`src/rtl/jk_seq_pkg.sv`:
```
// Shared definitions for the JK bank sequencer: opcode and FSM state enums
// plus the default bank geometry.
// Imported by jk_bank_sequencer; jk_cell needs none of it.
package jk_seq_pkg;

    localparam int DEF_WIDTH  = 8;
    localparam int DEF_STEP_W = 8;

    typedef enum logic [2:0] {
        OP_NOP    = 3'd0,
        OP_SET    = 3'd1,
        OP_CLR    = 3'd2,
        OP_TOG    = 3'd3,
        OP_LOAD   = 3'd4,
        OP_CNT_UP = 3'd5,
        OP_CNT_DN = 3'd6,
        OP_RSVD   = 3'd7
    } op_e;

    typedef enum logic [1:0] {
        ST_IDLE  = 2'd0,
        ST_APPLY = 2'd1,
        ST_COUNT = 2'd2,
        ST_DONE  = 2'd3
    } state_e;

    // Counting opcodes take the COUNT path when they carry a non-zero step count.
    function automatic logic is_count_op(input logic [2:0] op);
        return (op == OP_CNT_UP) || (op == OP_CNT_DN);
    endfunction

endpackage

```
`src/rtl/jk_cell.sv`:
```
// Single JK flip-flop cell: 00 hold, 01 reset, 10 set, 11 toggle on each clk edge.
// Latency: q reflects j/k one clk edge later. No flow control.
// Ports: clk, rst (async, active-high, clears q), j, k, q.
module jk_cell (
    input  logic clk,
    input  logic rst,
    input  logic j,
    input  logic k,
    output logic q
);

    always_ff @(posedge clk or posedge rst) begin
        if (rst) begin
            q <= 1'b0;
        end else begin
            unique case ({j, k})
                2'b00:   q <= q;
                2'b01:   q <= 1'b0;
                2'b10:   q <= 1'b1;
                default: q <= ~q;
            endcase
        end
    end

endmodule

```
`src/rtl/jk_bank_sequencer.sv`:
```
// Sequences mask / load / count commands onto a bank of WIDTH JK cells.
// Latency: mask ops 2 cycles accept-to-done; counting steps+1 cycles. Backpressure:
// cmd_ready only in IDLE, so a held cmd_valid waits until the cycle after DONE.
// Ports: clk, rst (async active-high), cmd_valid/cmd_ready/cmd_op/cmd_data/cmd_steps
// command handshake, q bank state, busy (not IDLE), done (one-cycle completion pulse).
module jk_bank_sequencer
    import jk_seq_pkg::*;
#(
    parameter int WIDTH  = DEF_WIDTH,
    parameter int STEP_W = DEF_STEP_W
) (
    input  logic              clk,
    input  logic              rst,
    input  logic              cmd_valid,
    output logic              cmd_ready,
    input  logic [2:0]        cmd_op,
    input  logic [WIDTH-1:0]  cmd_data,
    input  logic [STEP_W-1:0] cmd_steps,
    output logic [WIDTH-1:0]  q,
    output logic              busy,
    output logic              done
);

    state_e             state_q, state_d;
    op_e                op_q;
    logic [WIDTH-1:0]   data_q;
    logic [STEP_W-1:0]  steps_q, steps_d;

    logic               accept;
    logic [WIDTH-1:0]   j, k;
    logic [WIDTH-1:0]   tog_mask;
    logic               carry;

    assign accept    = cmd_valid && cmd_ready;
    assign cmd_ready = (state_q == ST_IDLE);
    assign busy      = (state_q != ST_IDLE);
    assign done      = (state_q == ST_DONE);

    // ------------------------------------------------------------------
    // State and captured-command registers
    // ------------------------------------------------------------------
    always_ff @(posedge clk or posedge rst) begin
        if (rst) begin
            state_q <= ST_IDLE;
            op_q    <= OP_NOP;
            data_q  <= '0;
            steps_q <= '0;
        end else begin
            state_q <= state_d;
            steps_q <= steps_d;
            if (accept) begin
                op_q   <= op_e'(cmd_op);
                data_q <= cmd_data;
            end
        end
    end

    // ------------------------------------------------------------------
    // Next-state and step counter
    // ------------------------------------------------------------------
    always_comb begin
        state_d = state_q;
        steps_d = steps_q;
        unique case (state_q)
            ST_IDLE: begin
                if (accept) begin
                    steps_d = cmd_steps;
                    // A zero-step count degenerates into a J=K=0 apply cycle
                    // so its latency matches the mask ops.
                    if (is_count_op(cmd_op) && (cmd_steps != '0)) begin
                        state_d = ST_COUNT;
                    end else begin
                        state_d = ST_APPLY;
                    end
                end
            end
            ST_APPLY: begin
                state_d = ST_DONE;
            end
            ST_COUNT: begin
                steps_d = steps_q - STEP_W'(1);
                // steps_q holds the COUNT cycles remaining including this one.
                if (steps_q <= STEP_W'(1)) begin
                    state_d = ST_DONE;
                end
            end
            ST_DONE: begin
                state_d = ST_IDLE;
            end
            default: begin
                state_d = ST_IDLE;
            end
        endcase
    end

    // ------------------------------------------------------------------
    // Ripple toggle mask: bit i toggles when all lower bits are 1 (up)
    // or all lower bits are 0 (down); bit 0 always toggles.
    // ------------------------------------------------------------------
    always_comb begin
        tog_mask = '0;
        carry    = 1'b1;
        for (int i = 0; i < WIDTH; i++) begin
            tog_mask[i] = carry;
            if (op_q == OP_CNT_DN) begin
                carry = carry & ~q[i];
            end else begin
                carry = carry & q[i];
            end
        end
    end

    // ------------------------------------------------------------------
    // J/K drive: only APPLY and COUNT ever disturb the bank.
    // ------------------------------------------------------------------
    always_comb begin
        j = '0;
        k = '0;
        if (state_q == ST_APPLY) begin
            unique case (op_q)
                OP_SET: begin
                    j = data_q;
                end
                OP_CLR: begin
                    k = data_q;
                end
                OP_TOG: begin
                    j = data_q;
                    k = data_q;
                end
                OP_LOAD: begin
                    j = data_q;
                    k = ~data_q;
                end
                default: begin
                    j = '0;
                    k = '0;
                end
            endcase
        end else if (state_q == ST_COUNT) begin
            j = tog_mask;
            k = tog_mask;
        end
    end

    // ------------------------------------------------------------------
    // Bank storage
    // ------------------------------------------------------------------
    for (genvar gi = 0; gi < WIDTH; gi++) begin : g_cell
        jk_cell u_cell (
            .clk (clk),
            .rst (rst),
            .j   (j[gi]),
            .k   (k[gi]),
            .q   (q[gi])
        );
    end

endmodule

```
`config.mk`:
```
export PLATFORM = sky130hd
export DESIGN_NAME = jk_bank_sequencer
export DESIGN_NICKNAME = d
export VERILOG_FILES = /design/src/rtl/jk_seq_pkg.sv /design/src/rtl/jk_cell.sv /design/src/rtl/jk_bank_sequencer.sv
export SDC_FILE = /design/constraint.sdc
export NUM_CORES = 1
export LEC_CHECK = 0
export ABC_CLOCK_PERIOD_IN_PS = 5200
export BUFFER_PORTS_ARGS = -buffer_cell sky130_fd_sc_hd__buf_2
export CAP_MARGIN = 20
export CORE_MARGIN = 2
export CORE_UTILIZATION = 60
export DETAILED_ROUTE_END_ITERATION = 10
export GPL_TIMING_DRIVEN = 0
export PLACE_DENSITY = 0.83
export SYNTH_ARGS = -nofsm -noshare
export SYNTH_HDL_FRONTEND = slang
export SYNTH_SLANG_ARGS = --single-unit
```
`constraint.sdc`:
```
create_clock -name clk -period 5.2 [get_ports clk]
set_input_delay 0.26 -clock clk [delete_from_list [all_inputs] [get_ports clk]]
set_output_delay 0.26 -clock clk [all_outputs]
set_load 0.05 [all_outputs]
```
Word-level counts from Yosys, hierarchy flattened

Cells that the tools add are included.

Flip-flop bits (word level): 29
Latch bits: 0
RAM bits: 0
Bits in read-only memories: 0
Bits of input ports: 22
Output and inout bits: 11
Logic and storage cells: 108
Memories kept: 0

Add/sub/neg operators: 1
$mul: 0
Div/mod/pow operators: 0
$lt $le $gt $ge: 1
Eq/ne operators: 28
Shift operators: 0
Multiplexer cells: 26
Bitwise logic cells: 21
Reductions and logical operators: 19

Operators by type and width:

| kind                | count |
|---|---|
| $mux 8              | 5 |
| $pmux 8 s2          | 2 |
| $pmux 1 s3          | 8 |
| $eq 2x2->1 const B  | 10 |
| $eq 2x1->1 const B  | 9 |
| $logic_not 2->1     | 9 |
| $and 1x1->1         | 12 |
| $eq 3x3->1 const B  | 4 |
| $le 8x1->1 const B  | 1 |
| $not 1->1           | 8 |
| $not 8->8           | 1 |
| $pmux 2 s4          | 1 |
| $reduce_bool 8->1   | 1 |
| $sub 8x1->8 const B | 1 |
| $mux 1              | 7 |
| $eq 3x2->1 const B  | 2 |
| $mux 2              | 3 |
| $reduce_and 2->1    | 2 |
| $reduce_bool 2->1   | 2 |
| $eq 3x1->1 const B  | 1 |
| $reduce_or 3->1     | 1 |
| $logic_and 1x1->1   | 2 |
| $ne 2x1->1 const B  | 1 |
| $ne 2x2->1 const B  | 1 |
| 2 further kinds     | 2 |

Longest topological paths before layout

Gate-level depths: netlist of the first run.

Word-level depth: 18
Gate-level depth with buffers: 10
Depth with buffers taken out: 9

Modules after synthesis

A second synthesis of the first run with hierarchy kept.

Cell total of the unflattened synthesis: 258
Area total of the unflattened synthesis: 2349.8 um2

By module, submodules not included:

| module            | times used | cells an instance | area each (um2) | sequential area each (um2) |
|---|---|---|---|---|
| jk_bank_sequencer | 1          | 178               | 1579.0          | 525.5 |
| jk_cell           | 8          | 10                | 96.3            | 25.0 |

Worst setup path before layout of the first run

No wires, ideal clock.

Path type: register to register
Start: register g_cell[3].u_cell.q
End: register g_cell[7].u_cell.q
Library setup time: 0.126 ns
Arrival time: 2.193 ns
Required time: 5.074 ns
Setup slack: 2.881 ns
Cell stages (with the launch flop): 9
Path buffers: 1
Period minus slack after synthesis: 2.319 ns
Path through: dfrtp_1 -> buf_6 -> or3_1 -> or3_1 -> a211oi_2 -> a21oi_1 -> ha_1 -> nor3b_1 -> a221o_1

Cells in the longest elaborated chain, start to end: 13
Elaborated cells between the ends (all ways): 20
Classes of those cells: 2 x eq/ne; 8 x mux; 9 x bitwise; 1 x reduce/logical

RTL lines:

| item                               | RTL line                                           | RTL |
|---|---|---|
| from (decl)                        | jk_cell.sv:9                                       | `output logic q` |
| from (signal assigned)             | jk_cell.sv:17                                      | `2'b00: q <= q;` |
| from (signal assigned)             | jk_cell.sv:20                                      | `default: q <= ~q;` |
| $not 1->1                          | jk_bank_sequencer.sv:106                           | `carry = carry & ~q[i];` |
| $and 1x1->1                        | jk_bank_sequencer.sv:106                           |  |
| $mux 1 (*)                         | jk_bank_sequencer.sv:105                           | `if (op_q == OP_CNT_DN) begin` |
| $and 1x1->1 (on tied branches)     | jk_bank_sequencer.sv:108, jk_bank_sequencer.sv:106 |  |
| $mux 1 (*)                         | jk_bank_sequencer.sv:105                           |  |
| $and 1x1->1 (on tied branches)     | jk_bank_sequencer.sv:108, jk_bank_sequencer.sv:106 |  |
| $mux 1 (*)                         | jk_bank_sequencer.sv:105                           |  |
| $and 1x1->1 (on tied branches)     | jk_bank_sequencer.sv:108, jk_bank_sequencer.sv:106 |  |
| $mux 1 (*)                         | jk_bank_sequencer.sv:105                           |  |
| $mux 8 (*)                         | jk_bank_sequencer.sv:140                           | `end else if (state_q == ST_COUNT) begin` |
| $mux 8                             | jk_bank_sequencer.sv:119                           | `if (state_q == ST_APPLY) begin` |
| $eq 2x2->1 (tied with other cells) | jk_cell.sv:16                                      | `unique case ({j, k})` |
| $pmux 1 s3                         | jk_cell.sv:16                                      |  |
| to (signal assigned)               | jk_cell.sv:17                                      |  |
| to (signal assigned)               | jk_cell.sv:20                                      |  |
| to (decl)                          | jk_cell.sv:9                                       |  |

Mark *: on every way between the ends. The rest lies on a longest branch, timed or not.
A chain may end at the register's enable or synchronous reset.

Final worst setup path of the first run

Start: register state_q[0]
End: register g_cell[6].u_cell.q

Cells in the longest elaborated chain, start to end: 5
Elaborated cells between the ends (all ways): 9
Classes of those cells: 4 x eq/ne; 4 x mux; 1 x reduce/logical

RTL lines:

| item                               | RTL line                 | RTL |
|---|---|---|
| from (decl)                        | jk_bank_sequencer.sv:24  | `state_e state_q, state_d;` |
| from (signal assigned)             | jk_bank_sequencer.sv:49  | `state_q <= state_d;` |
| $eq 2x2->1                         | jk_bank_sequencer.sv:140 |  |
| $mux 8                             | jk_bank_sequencer.sv:140 |  |
| $mux 8                             | jk_bank_sequencer.sv:119 |  |
| $eq 2x2->1 (tied with other cells) | jk_cell.sv:16            |  |
| $pmux 1 s3                         | jk_cell.sv:16            |  |
| to (signal assigned)               | jk_cell.sv:17            |  |
| to (signal assigned)               | jk_cell.sv:20            |  |
| to (decl)                          | jk_cell.sv:9             |  |

Several ways; a longest one is shown, not always the timed one.

==> flow_results.org, run 1 <==
** Synthesis
- After synthesis, the cell types taking the most area are sky130_fd_sc_hd__dfrtp_1 32%, sky130_fd_sc_hd__ha_1 12%, sky130_fd_sc_hd__a21oi_1 5.5%, sky130_fd_sc_hd__mux2_2 5.4%, sky130_fd_sc_hd__buf_4 3.3%.
- The most common cell in the synthesized netlist is sky130_fd_sc_hd__dfrtp_1.
- Most used standard cells in the synthesized netlist :: 29 x sky130_fd_sc_hd__dfrtp_1, 25 x sky130_fd_sc_hd__a21oi_1, 22 x sky130_fd_sc_hd__ha_1
- Largest area contributor in the netlist :: sky130_fd_sc_hd__dfrtp_1
- Share of synthesized area spent on multiplexers :: 8.02%
- Of the total synthesized cell area, the portion taken by XOR and XNOR cells is 1.15%.
- Summing the areas of all compound-gate instances in the mapped netlist gives 21.9% of the synthesized area.
- Post-synth EDFFs :: 0
- Synth unique cells :: 48
- In this run the biggest area consumer among cell types represents 31.7% of the synthesized area.
- Synth Net Count :: 299
- Synthesis handed over a netlist of 255 instances.
- In this run, synthesis produced a sequential element count of 29.
- In the synthesized netlist the async set-or-reset flop fraction comes to 100%.
- By area, the combinational part of the netlist is dominated by compound AO/OA/AOI/OAI gates.
- Arithmetic-cell share of the synthesized area counting full adders, half adders and majority gates :: 12.0%
- Sequential cells were found to cover 31.7% of the synthesized design area.
- Summing the areas of all and, or, nand and nor instances in the mapped netlist gives 18.3% of the synthesized area.
- For this run, the number of Yosys warnings is 0.
- Cell Area, Synth :: 2290 um2
- Dividing the synthesized area by the synthesized cell count gives 8.99 um2.
- Post-synth top flop :: sky130_fd_sc_hd__dfrtp_1

** Cells and area
- For this run, the share of the core covered by cells in the final layout is 71.5%.
- Share of final-layout standard cells stronger than drive strength 1 :: 24.3%
- Nets@finish :: 339
- Diode count :: 0
- After filler insertion, the fill cell instance count of the layout stands at 306.
- Compared with the post-synthesis result, the final layout area differs by 14.2%.

** STA
- Measured against its own limit, the worst slew margin works out to 56.7%.
- Final-report max-slew violation count :: 0
- Clock Skew :: 6.91 ps
- Min Tclk post-route :: 2740 ps
- Hold violation count in the final report :: 0
- Setup total negative slack on the finished layout was measured at 0 ps.
- Setup slack on the critical path of the routed design comes to 2460 ps.
- Setup violations remaining at the end of the flow were counted as 0.
- Setup repair after global routing left no endpoint under its margin.
- In the finished design, the share of the clock period the worst path needs comes to 52.7%.
- Tightest Pin Transition :: 648 ps
- Maximum frequency from static timing analysis :: 0.365 GHz

** Floorplanning
- Boundary pin count :: 33
- Area of the core region :: 3660 um2
- Initial Util :: 62.6%
- From bottom edge to top edge, the die measures 65.8 um.
- Number of standard-cell rows in the floorplan :: 22
- Full die area :: 4330 um2
- Measured along the x axis, the die boundary spans 65.8 um.

** Worst setup path
- Critical path buffers and inverters :: 3
- The worst setup path is captured at a flop.
- For the worst setup path, the data arrival time is 2920 ps.
- Setup crit start kind :: flop
- At the worst endpoint, the required time is 5380 ps.
- The signal on the critical path passes through inv_1, ha_1, clkbuf_1, nand2b_1, clkbuf_1, a211oi_1, a21oi_1, ha_1, nor3b_1, a221o_1.
- Terminus of the critical flop-to-flop path :: g_cell[6].u_cell.q
- Worst Setup Path Type :: flop to flop
- Cell at the slowest stage of the critical path :: sky130_fd_sc_hd__a211oi_1
- Critical Path Fanout Max :: 9
- Family of cells with the greatest summed delay on the critical path :: compound AO/OA/AOI/OAI gates
- The worst register-to-register path begins at state_q[0].
- For this run, the slowest stage of the critical path takes 480 ps.
- Worst-case reg-to-reg path depth :: 10
- Setup slack on the worst reg-to-reg path comes out at 2460 ps.

** Clock tree
- The longest clock path from root to sink contains 2 buffers.
- The number of setup buffers added after CTS is 0.
- Clk slew on worst S/H paths :: 70 ps
- The later pin in the worst-skew pair is clocked with a latency of 300 ps.
- In this run, post-CTS hold repair placed 0 buffers.
- Num CTS Buffers :: 5
- TritonCTS clock tree :: built
- The H-tree was split into 2 levels.
- Gates resized during post-CTS repair numbered 0.
- TritonCTS sink count :: 29
- The cell sitting at the root of the clock tree is a sky130_fd_sc_hd__clkbuf_8.

** Route
- The pre-antenna-repair detailed-routing pass consisted of 5 iterations.
- Using the TritonRoute via totals, the vias-per-cell ratio works out to 5.73.
- Summing over every cut layer, the via total after detailed routing is 1971.
- DRT Wirelength :: 4700 um
- Mean routed wirelength per cell :: 13.7 um
- For this run, design rule violations remaining after detail routing come to 0.
- In this run the remaining antenna-violating nets after routing total 0.
- Starting DRT DRC Count :: 86

** GRT
- First-pass GRT wire length :: 7650 um
- Global routing used 23.5% of the available tracks.
- The number of global-route vias before repair was 1742.
- Number of antenna violations at the first check in global routing :: 0
- Total global routing overflow :: 0
- Largest net degree at the start of global routing :: 16

** Power and ir drop
- VDD IR-drop max :: 443 uV
- For this design the static power due to leakage is 1.20 nW.
- Power Density :: 675 nW/um2
- The completed layout was analyzed and its total power is 1.77 mW.

** Placement
- Buffers on Ports :: 32
- The wire-length estimate of the detail-placed layout is 3530 um.
- Before CTS, the worst setup slack after placement is 2540 ps.
- The congestion estimate from routability-driven global placement came to 0.792.

** Job
- Maxcap violations :: 0

** Run status
- The run finished with clean final reports.

** Min path
- Hold Path Class :: primary input to asynchronous set/reset pin
state kept, by name (all words and copies together) (netlist names):
register         flops
data_q               8
g_cell.u_cell.q      8
steps_q              8
op_q                 3
state_q              2
cell usage in the layout, fill, tap and decap left out, drive strengths merged, types with 2 or more instances in the layout:
| master | n |
|---|---|
| dfrtp | 29 |
| o21ai | 15 |
| nand2b | 5 |
| inv | 10 |
| clkbuf | 12 |
| and3 | 2 |
| a211oi | 4 |
| or3b | 2 |
| a21o | 7 |
| clkinvlp | 3 |
| buf | 46 |
| nand3b | 2 |
| mux2 | 11 |
| a21oi | 25 |
| a21boi | 4 |
| nor3b | 9 |
| nor2 | 19 |
| nand2 | 16 |
| a221o | 7 |
| o22ai | 3 |
| or4 | 3 |
| ha | 22 |
| nor2b | 4 |
| xor2 | 2 |
| a31oi | 3 |
| mux2i | 6 |
| nor3 | 2 |
| or3 | 3 |
| nand3 | 7 |
cell families (layout without fill, tap and decap cells):
| group | after synthesis | in the layout |
|---|---|---|
| AND/OR/NAND/NOR | 78 | 78 |
| flip-flops | 29 | 29 |
| multiplexers | 17 | 17 |
| XOR/XNOR | 3 | 3 |
| adder cells (fa/ha/maj) | 22 | 22 |
| buffers and inverters | 30 | 71 |
| AO/OA/AOI/OAI | 76 | 76 |
worst register-to-register path, delay by kind of cell, from the launching register on:
kind	cells	cell delay, ps
flops	1	400
buf+inv	3	650
fa+ha+maj	2	490
simple gates	2	230
compound gates	3	860
how the worst max path moves through the flow:
stage | from | end | slack [ps] | depth (start not counted)
after global placement | state_q[0] | g_cell[6].u_cell.q | 2520 | 10
final | state_q[0] | g_cell[6].u_cell.q | 2460 | 10
after global routing | state_q[0] | g_cell[6].u_cell.q | 2310 | 10
after CTS | state_q[0] | g_cell[6].u_cell.q | 2500 | 10
after floorplan | g_cell[3].u_cell.q | g_cell[7].u_cell.q | 2880 | 8
after detailed placement | state_q[0] | g_cell[6].u_cell.q | 2540 | 10
stage by stage:
stage | instance area [um2] | instances | hold WS, ps
after floorplan | 2290 | 255 | 338
after global placement | 2510 | 335 | 492
after detailed placement | 2530 | 336 | 376
after CTS | 2620 | 344 | 58.0
after global routing | 2620 | 344 | 97.9
final | 2620 | 344 | 42.6
cell type report:
class | instances | area, um2 | area share [%]
buffer | 20 | 123 | 4.68
inverter | 10 | 37.5 | 1.43
timing repair buffer | 33 | 175 | 6.69
clock buffer | 5 | 68.8 | 2.63
sequential | 29 | 726 | 27.7
tap | 48 | 60.1 | 2.29
multi-input combinational | 196 | 1410 | 53.7
clock inverter | 3 | 22.5 | 0.860
power by group:
group / internal [mW] / total (mW) / switching, mW
Clock: 0.0937 / 0.196 / 0.102
Sequential: 0.344 / 0.480 / 0.136
Combinational: 0.471 / 1.09 / 0.621
Total: 0.908 / 1.77 / 0.859
metal layers:
metal  vias to the layer above  routed length [um]  track usage, %
met1                       923                2090            29.3
met2                        45                2330            39.4
li1                        995                   -               -
met4                         0                  78            8.07
met5                         -                   0               0
met3                         8                 198            5.79
Power figures use the tool's default switching activity.
==> inputs of run 2 (changes only) <==
--- a/config.mk
+++ b/config.mk
@@ -5,14 +5,14 @@
 export SDC_FILE = /design/constraint.sdc
 export NUM_CORES = 1
 export LEC_CHECK = 0
-export ABC_CLOCK_PERIOD_IN_PS = 5200
+export ABC_CLOCK_PERIOD_IN_PS = 2650
 export BUFFER_PORTS_ARGS = -buffer_cell sky130_fd_sc_hd__buf_2
 export CAP_MARGIN = 20
 export CORE_MARGIN = 2
-export CORE_UTILIZATION = 60
+export CORE_UTILIZATION = 58
 export DETAILED_ROUTE_END_ITERATION = 10
 export GPL_TIMING_DRIVEN = 0
-export PLACE_DENSITY = 0.83
+export PLACE_DENSITY = 0.81
 export SYNTH_ARGS = -nofsm -noshare
 export SYNTH_HDL_FRONTEND = slang
 export SYNTH_SLANG_ARGS = --single-unit
==> constraint.sdc (replaced) <==
create_clock -name clk -period 2.65 [get_ports clk]
set_input_delay 0.1325 -clock clk [delete_from_list [all_inputs] [get_ports clk]]
set_output_delay 0.1325 -clock clk [all_outputs]
set_load 0.05 [all_outputs]
==> flow_results.org, run 2 (synthesis results as in run 1) <==
** Run status
- Outcome: completed (unchanged).

** Clock tree
- The number of buffers created by CTS came to 5 (unchanged).
- The number of clock sinks was 29 (unchanged).
- The count of H-tree levels built during CTS came to 2 (unchanged).
- The clock root buffer master is sky130_fd_sc_hd__clkbuf_8 (unchanged).
- Clk slew on worst S/H paths :: 60 ps (was 70 ps)
- Clock insertion delay at the later pin of the skew report :: 280 ps (was 300 ps)
- Maximum clock path buffer count :: 2 (unchanged)
- The TritonCTS clock tree is built (unchanged).

** Cells and area
- Leading cell types in the layout, fill and taps excluded :: 34 x sky130_fd_sc_hd__buf_2, 29 x sky130_fd_sc_hd__dfrtp_1, 24 x sky130_fd_sc_hd__a21oi_1 (was 34 x sky130_fd_sc_hd__buf_2, 29 x sky130_fd_sc_hd__dfrtp_1, 25 x sky130_fd_sc_hd__a21oi_1)
- Largest registers :: data_q x8, g_cell.u_cell.q x8, steps_q x8 (unchanged)
- Diode count :: 0 (unchanged)
- Core Util, Final :: 70.9% (was 71.5%)
- The count of nets after finishing came to 338 (was 339).
- The area overhead of the layout relative to synthesis came to 15.8% (was 14.2%).
- Share of final-layout standard cells stronger than drive strength 1 :: 25.4% (was 24.3%)
- The area of combinational cells with multiple inputs is 1420 um2 (was 1410 um2).
- Most common cell after layout, fill and taps aside :: sky130_fd_sc_hd__buf_2 (unchanged)
- The number of fillers in the final layout came to 318 (was 306).
- The summed area of non-filler cells in the final layout was 2650 um2 (was 2620 um2).
- Register area :: 726 um2 (unchanged)
- The post-layout instance count excluding filler cells is 343 (was 344).

** Floorplanning
- The die width was 66.9 um (was 65.8 um).
- The height of the chip was 66.9 um (was 65.8 um).
- The placement row count is 22 (unchanged).
- Boundary pin count :: 33 (unchanged)
- Area of the core region :: 3740 um2 (was 3660 um2)
- Initial Util :: 61.2% (was 62.6%)
- Full die area :: 4470 um2 (was 4330 um2)

** Worst setup path
- The register-to-register setup slack was 180 ps (was 2460 ps).
- Count of cell instances traversed by the critical path :: 8 (was 10)
- Setup crit start kind :: flop (unchanged)
- Family of cells with the greatest summed delay on the critical path :: simple AND/OR/NAND/NOR gates (was compound AO/OA/AOI/OAI gates)
- The worst-path cell with the longest stage delay is sky130_fd_sc_hd__or3b_2 (was sky130_fd_sc_hd__a211oi_1).
- The data arrival time at the worst-slack endpoint is 2640 ps (was 2920 ps).
- The endpoint of the worst-slack reg-to-reg timing path was g_cell[4].u_cell.q (was g_cell[6].u_cell.q).
- End point of the critical path :: g_cell[4].u_cell.q (was g_cell[6].u_cell.q)
- The category of the most critical setup path is flop to flop (unchanged).
- CP cell instances :: nand3b_1, buf_2, or3b_2, a21oi_2, a21oi_1, ha_1, nor3b_1, a221o_1 (was inv_1, ha_1, clkbuf_1, nand2b_1, clkbuf_1, a211oi_1, a21oi_1, ha_1, nor3b_1, a221o_1)
- The delay of the slowest critical-path stage is 480 ps (about the same).
- Critical Path Source :: op_q[0] (was state_q[0])
- Critical path data required time :: 2810 ps (was 5380 ps)
- Worst-case reg-to-reg path depth :: 8 (was 10)
- Critical path buffers and inverters :: 1 (was 3)
- The critical path endpoint category is a flop (unchanged).
- Startpoint of the lowest-slack register-to-register path :: op_q[0] (was state_q[0])
- The peak fanout along the critical path is 10 (was 9).

** Route
- DRC violation count after routing :: 0 (unchanged)
- Remaining antenna violation count after routing :: 0 (unchanged)
- The met3 wire length is 184 um (was 198 um).
- Top routing layer in use :: met4 (unchanged)
- The mean number of vias per cell came to 5.79 (was 5.73).
- The detailed router's first-iteration violation count is 117 (was 86).
- The total iterations of the first detailed-routing run is 4 (was 5).
- DRT Wirelength :: 4690 um (was 4700 um)
- Mean routed wirelength per cell :: 13.7 um (about the same)
- The routed length on met1 was 2060 um (was 2090 um).
- Via count of the routed design :: 1987 (was 1971)
- The total length of routed met2 wires came to 2350 um (was 2330 um).

** Job
- The max-capacitance violation count was 0 (unchanged).

** STA
- The setup slack after layout is 175 ps (was 2460 ps).
- Tightest Pin Transition :: 604 ps (was 648 ps)
- The number of pins exceeding their max-slew limit in the final report came to 0 (unchanged).
- The top achievable clock speed came to 0.404 GHz (was 0.365 GHz).
- Share of the cycle needed by the critical path after routing :: 93.4% (was 52.7%)
- Slew HR :: 59.4% (was 56.7%)
- Number of endpoints failing setup at the final stage :: 0 (unchanged)
- Worst-case hold slack :: 79.0 ps (was 42.6 ps)
- The time the worst path needs with I/O delays and setup was 2470 ps (was 2740 ps).
- Clock Skew :: 4.77 ps (was 6.91 ps)
- The final total negative setup slack was 0 ps (unchanged).
- Hold violation count in the final report :: 0 (unchanged)

** Min path
- The worst hold-check path type is primary input to flop (was primary input to asynchronous set/reset pin).

** GRT
- Largest net degree at the start of global routing :: 24 (was 16)
- The overall global routing resource usage was 23.7% (was 23.5%).
- The global-route wire length before repair came to 8030 um (was 7650 um).
- The final global-route overflow total is 0 (unchanged).
- The initial antenna violation count came to 0 (unchanged).
- Via count of the first global-routing pass :: 1832 (was 1742)

** Power and ir drop
- The worst supply voltage drop on vdd came to 869 uV (was 443 uV).
- Post-layout total power :: 3.50 mW (was 1.77 mW)
- The leakage power summed over all cells is 1.23 nW (was 1.20 nW).
- The cell area power density is 1320 nW/um2 (was 675 nW/um2).

** Placement
- Final weighted congestion in routability-driven placement :: 0.814 (was 0.792)
- The placed standard-cell area was 2540 um2 (was 2530 um2).
- Pre-CTS worst setup slack :: -19.9 ps (was 2540 ps)
- Buffers on Ports :: 32 (unchanged)
- Post-detail-place hpwl :: 3550 um (was 3530 um)
- Placed cell count :: 336 (unchanged)
run 2: worst min-delay path by stage:
| stage | end | from | depth (start not counted) | slack (ps) |
|---|---|---|---|---|
| after CTS | data_q[1] | cmd_data[1] | 2 | 70 |
| after global routing | data_q[1] | cmd_data[1] | 2 | 80 |
| after floorplan | data_q[0] | rst | 1 | 210 |
| after detailed placement | steps_q[1] | rst | 2 | 120 |
| after global placement | data_q[0] | cmd_data[0] | 2 | 360 |
| final | data_q[0] | cmd_data[0] | 2 | 80 |
run 2: repair_timing:
action | CTS | global route
resized for setup | 1 | 3
setup buffers | 0 | 0
hold buffers | 1 | 0
pin swaps | 0 | 0
setup endpoints to repair | 1 | 7
hold endpoints to repair | 6 | 0
run 2: final cells by class:
type                            count  share of cell area [%]
Multi-Input combinational cell    196                    53.3
Inverter                           10                    1.41
Sequential cell                    29                    27.3
Timing Repair Buffer               34                    7.45
Clock buffer                        7                    3.63
Clock inverter                      1                   0.189
Buffer                             18                    4.38
Tap cell                           48                    2.26
run 2: worst reg2reg max path: cells and delay by family (launching register included):
kind / cells / cell delay [ps]
AOI/OAI and AO/OA: 3 / 610
adders and majority gates: 1 / 320
buffers and inverters: 1 / 200
DFF: 1 / 430
and+or+nand+nor: 3 / 810
run 2: per-layer routing:
| layer | vias to the layer above | track usage, % |
|---|---|---|
| li1 | 996 | - |
| met1 | 925 | 28.4 |
| met2 | 56 | 42.0 |
| met3 | 10 | 4.90 |
| met4 | 0 | 8.16 |
| met5 | - | 0 |
run 2: report_power, final:
part | internal [mW] | switching [mW]
combinational | 0.926 | 1.23
clock | 0.234 | 0.173
sequential | 0.676 | 0.266
total | 1.84 | 1.67
==> inputs of run 3 (changes only) <==
--- a/config.mk
+++ b/config.mk
@@ -13,6 +13,7 @@
 export DETAILED_ROUTE_END_ITERATION = 10
 export GPL_TIMING_DRIVEN = 0
 export PLACE_DENSITY = 0.81
+export REMOVE_ABC_BUFFERS = 1
 export SYNTH_ARGS = -nofsm -noshare
 export SYNTH_HDL_FRONTEND = slang
 export SYNTH_SLANG_ARGS = --single-unit
==> flow_results.org, run 3 (synthesis results as in run 1) <==
** Power and ir drop
- The sequential power share was 28.8% (was 26.9%).
- The cell area power density is 1310 nW/um2 (was 1320 nW/um2).
- The fraction of power consumed by combinational cells is 60.4% (was 61.5%).
- The clock network power share came to 10.8% (was 11.6%).
- Switching Power :: 1.65 mW (was 1.67 mW)
- Internal Power :: 1.71 mW (was 1.84 mW)
- Leakage power figure :: 1.15 nW (was 1.23 nW)
- VDD IR-drop max :: 874 uV (was 869 uV)
- The fraction of power spent switching nets is 49.1% (was 47.6%).

** GRT
- Largest net degree at the start of global routing :: 23 (was 24)
- The number of global-route vias before repair came to 1691 (was 1832).
- Combined global-route utilization of all metal layers :: 23.2% (was 23.7%)
- The final global-route overflow total is 0 (unchanged).
- The global-route wire length before repair is 7760 um (was 8030 um).
- The initial antenna violation count came to 0 (unchanged).

** Clock tree
- Clk root buf :: sky130_fd_sc_hd__clkbuf_8 (unchanged)
- The number of clock sinks is 29 (unchanged).
- The number of buffers created by CTS came to 5 (unchanged).
- The count of H-tree levels built during CTS was 2 (unchanged).
- The TritonCTS clock tree was built (unchanged).
- The source-to-sink clock delay at the later pin of the worst-skew pair came to 290 ps (was 280 ps).
- Maximum clock path buffer count :: 2 (unchanged)
- The register clock-pin slew on the reported worst setup and hold paths was 70 ps (was 60 ps).

** STA
- Maximum frequency from static timing analysis :: 0.398 GHz (was 0.404 GHz)
- The actual slew at the worst max-slew pin came to 545 ps (was 604 ps).
- The worst-case clock skew came to 7.14 ps (was 4.77 ps).
- Worst-case hold slack :: 68.1 ps (was 79.0 ps)
- Slew HR :: 63.3% (was 59.4%)
- The final total negative setup slack was 0 ps (unchanged).
- The number of pins exceeding their max-slew limit in the final report was 0 (unchanged).
- Setup WS post-layout :: 135 ps (was 175 ps)
- Number of endpoints failing setup at the final stage :: 0 (unchanged)
- Min Tclk post-route :: 2510 ps (was 2470 ps)
- Hold violation count in the final report :: 0 (unchanged)
- Share of the cycle needed by the critical path after routing :: 94.9% (was 93.4%)
- RSZ-0062 raised after global routing :: no

** Min path
- The worst hold-check path type is primary input to flop (unchanged).
- The worst hold path cell count came to 2 (unchanged).

** Worst setup path
- The number of cell instances on the worst register-to-register path is 7 (was 8).
- The critical path endpoint category was a flop (unchanged).
- The required time of the worst setup path came to 2810 ps (about the same).
- Arrival time worst endpoint :: 2680 ps (was 2640 ps)
- Worst Setup Path Type :: flop to flop (unchanged)
- The peak fanout along the critical path came to 11 (was 10).
- Setup crit start kind :: flop (unchanged)

** Route
- The mean number of vias per cell was 5.90 (was 5.79).
- The aggregate routed wire length is 4640 um (was 4690 um).
- Drt pass-1 iters :: 5 (was 4)
- The detailed router's first-iteration violation count came to 136 (was 117).
- DRC violation count after routing :: 0 (unchanged)
- The overall via count from detail_route was 1929 (was 1987).
- Remaining antenna violation count after routing :: 0 (unchanged)
- Mean routed wirelength per cell :: 14.2 um (was 13.7 um)

** Floorplanning
- Area of the core region :: 3740 um2 (unchanged)
- The count of pins on the block boundary came to 33 (unchanged).
- The starting utilization of the core area came to 61.2% (unchanged).
- The die width is 66.9 um (unchanged).
- Number of standard-cell rows in the floorplan :: 22 (unchanged)
- The height of the chip is 66.9 um (unchanged).
- The area of the die came to 4470 um2 (unchanged).

** Placement
- Pre-CTS worst setup slack :: -200 ps (was -19.9 ps)
- The number of instances in the placed design is 316 (was 336).
- The estimated wirelength of the detail-placed design is 3340 um (was 3550 um).
- Final weighted congestion in routability-driven placement :: 0.852 (was 0.814)
- The port buffer count is 32 (unchanged).

** Cells and area
- The final antenna diode count is 0 (unchanged).
- The post-layout instance count excluding filler cells was 327 (was 343).
- Leading cell types in the layout, fill and taps excluded: 32 x sky130_fd_sc_hd__buf_2, 28 x sky130_fd_sc_hd__dfrtp_1, 25 x sky130_fd_sc_hd__a21oi_1 (was 34 x sky130_fd_sc_hd__buf_2, 29 x sky130_fd_sc_hd__dfrtp_1, 24 x sky130_fd_sc_hd__a21oi_1).
- Area growth from synthesis to layout :: 11.5% (was 15.8%)
- The count of nets after finishing came to 322 (was 338).
- Share of final-layout standard cells stronger than drive strength 1 :: 22.9% (was 25.4%)
- Largest registers :: data_q x8, g_cell.u_cell.q x8, steps_q x8 (unchanged)
- The post-layout utilization of the core is 68.2% (was 70.9%).
- The most common cell after layout, fill and taps aside was sky130_fd_sc_hd__buf_2 (unchanged).
- The number of fillers in the final layout came to 309 (was 318).

** Run status
- Outcome :: completed (unchanged)

** Job
- The max-capacitance violation count was 0 (unchanged).
[run 3: metal layers]
metal | global-route usage, % | vias up | part of all wire (%)
li1 | - | 963 | -
met1 | 30.3 | 913 | 46
met2 | 37.8 | 48 | 49
met3 | 5.41 | 5 | 4.4
met4 | 7.65 | 0 | 1.1
met5 | 0 | - | 0
[run 3: worst paths after layout]
kind	startpoint	to	slack, ps
worst max-delay path	g_cell[3].u_cell.q	g_cell[7].u_cell.q	140
max in group asynchronous	rst	g_cell[3].u_cell.q	1810
worst max register to register	g_cell[3].u_cell.q	g_cell[7].u_cell.q	140
worst min-delay path	cmd_data[5]	data_q[5]	70
min in group asynchronous	rst	data_q[4]	370
worst min register to register	data_q[0]	data_q[0]	550
[run 3: critical path, stage by stage, from the launching register on]
cell and delay [ps]:
sky130_fd_sc_hd__dfrtp_2 470, sky130_fd_sc_hd__or3_1 370, sky130_fd_sc_hd__or3_1 360, sky130_fd_sc_hd__a211oi_4 330, sky130_fd_sc_hd__a21oi_1 100, sky130_fd_sc_hd__ha_1 330
sky130_fd_sc_hd__nor3b_1 150, sky130_fd_sc_hd__a221o_1 270
[run 3: area by class of cell]
| type | instances | area, um2 | area share (%) |
|---|---|---|---|
| Tap cell | 48 | 60.1 | 2.35 |
| Inverter | 10 | 37.5 | 1.47 |
| Multi-Input combinational cell | 196 | 1440 | 56.3 |
| Timing Repair Buffer | 36 | 213 | 8.33 |
| Sequential cell | 29 | 727 | 28.5 |
| Clock buffer | 8 | 80.1 | 3.13 |
[run 3: timing repair]
action | 4_1_cts | 5_1_grt
gates resized for setup | 3 | 5
endpoints found under the hold margin | 7 | 0
setup endpoints to repair | 6 | 7
pin swaps | 0 | 0
hold buffers | 1 | 0
buffers inserted | 2 | 0
[run 3: power by group through the flow]
stage / clock, mW / sequential, mW / combinational (mW)
finish: 0.362 / 0.965 / 2.03
global route: 0.390 / 1.01 / 2.24
CTS: 0.367 / 0.955 / 2.01
detailed placement: 0 / 0.961 / 1.96
global placement: 0 / 0.945 / 1.88
floorplan: 0 / 1.10 / 1.40
[run 3: through the flow]
step	power (mW)	cell area, um2
global route	3.63	2550
floorplan	2.50	2170
finish	3.35	2550
detailed placement	2.92	2420
CTS	3.33	2540
global placement	2.83	2390
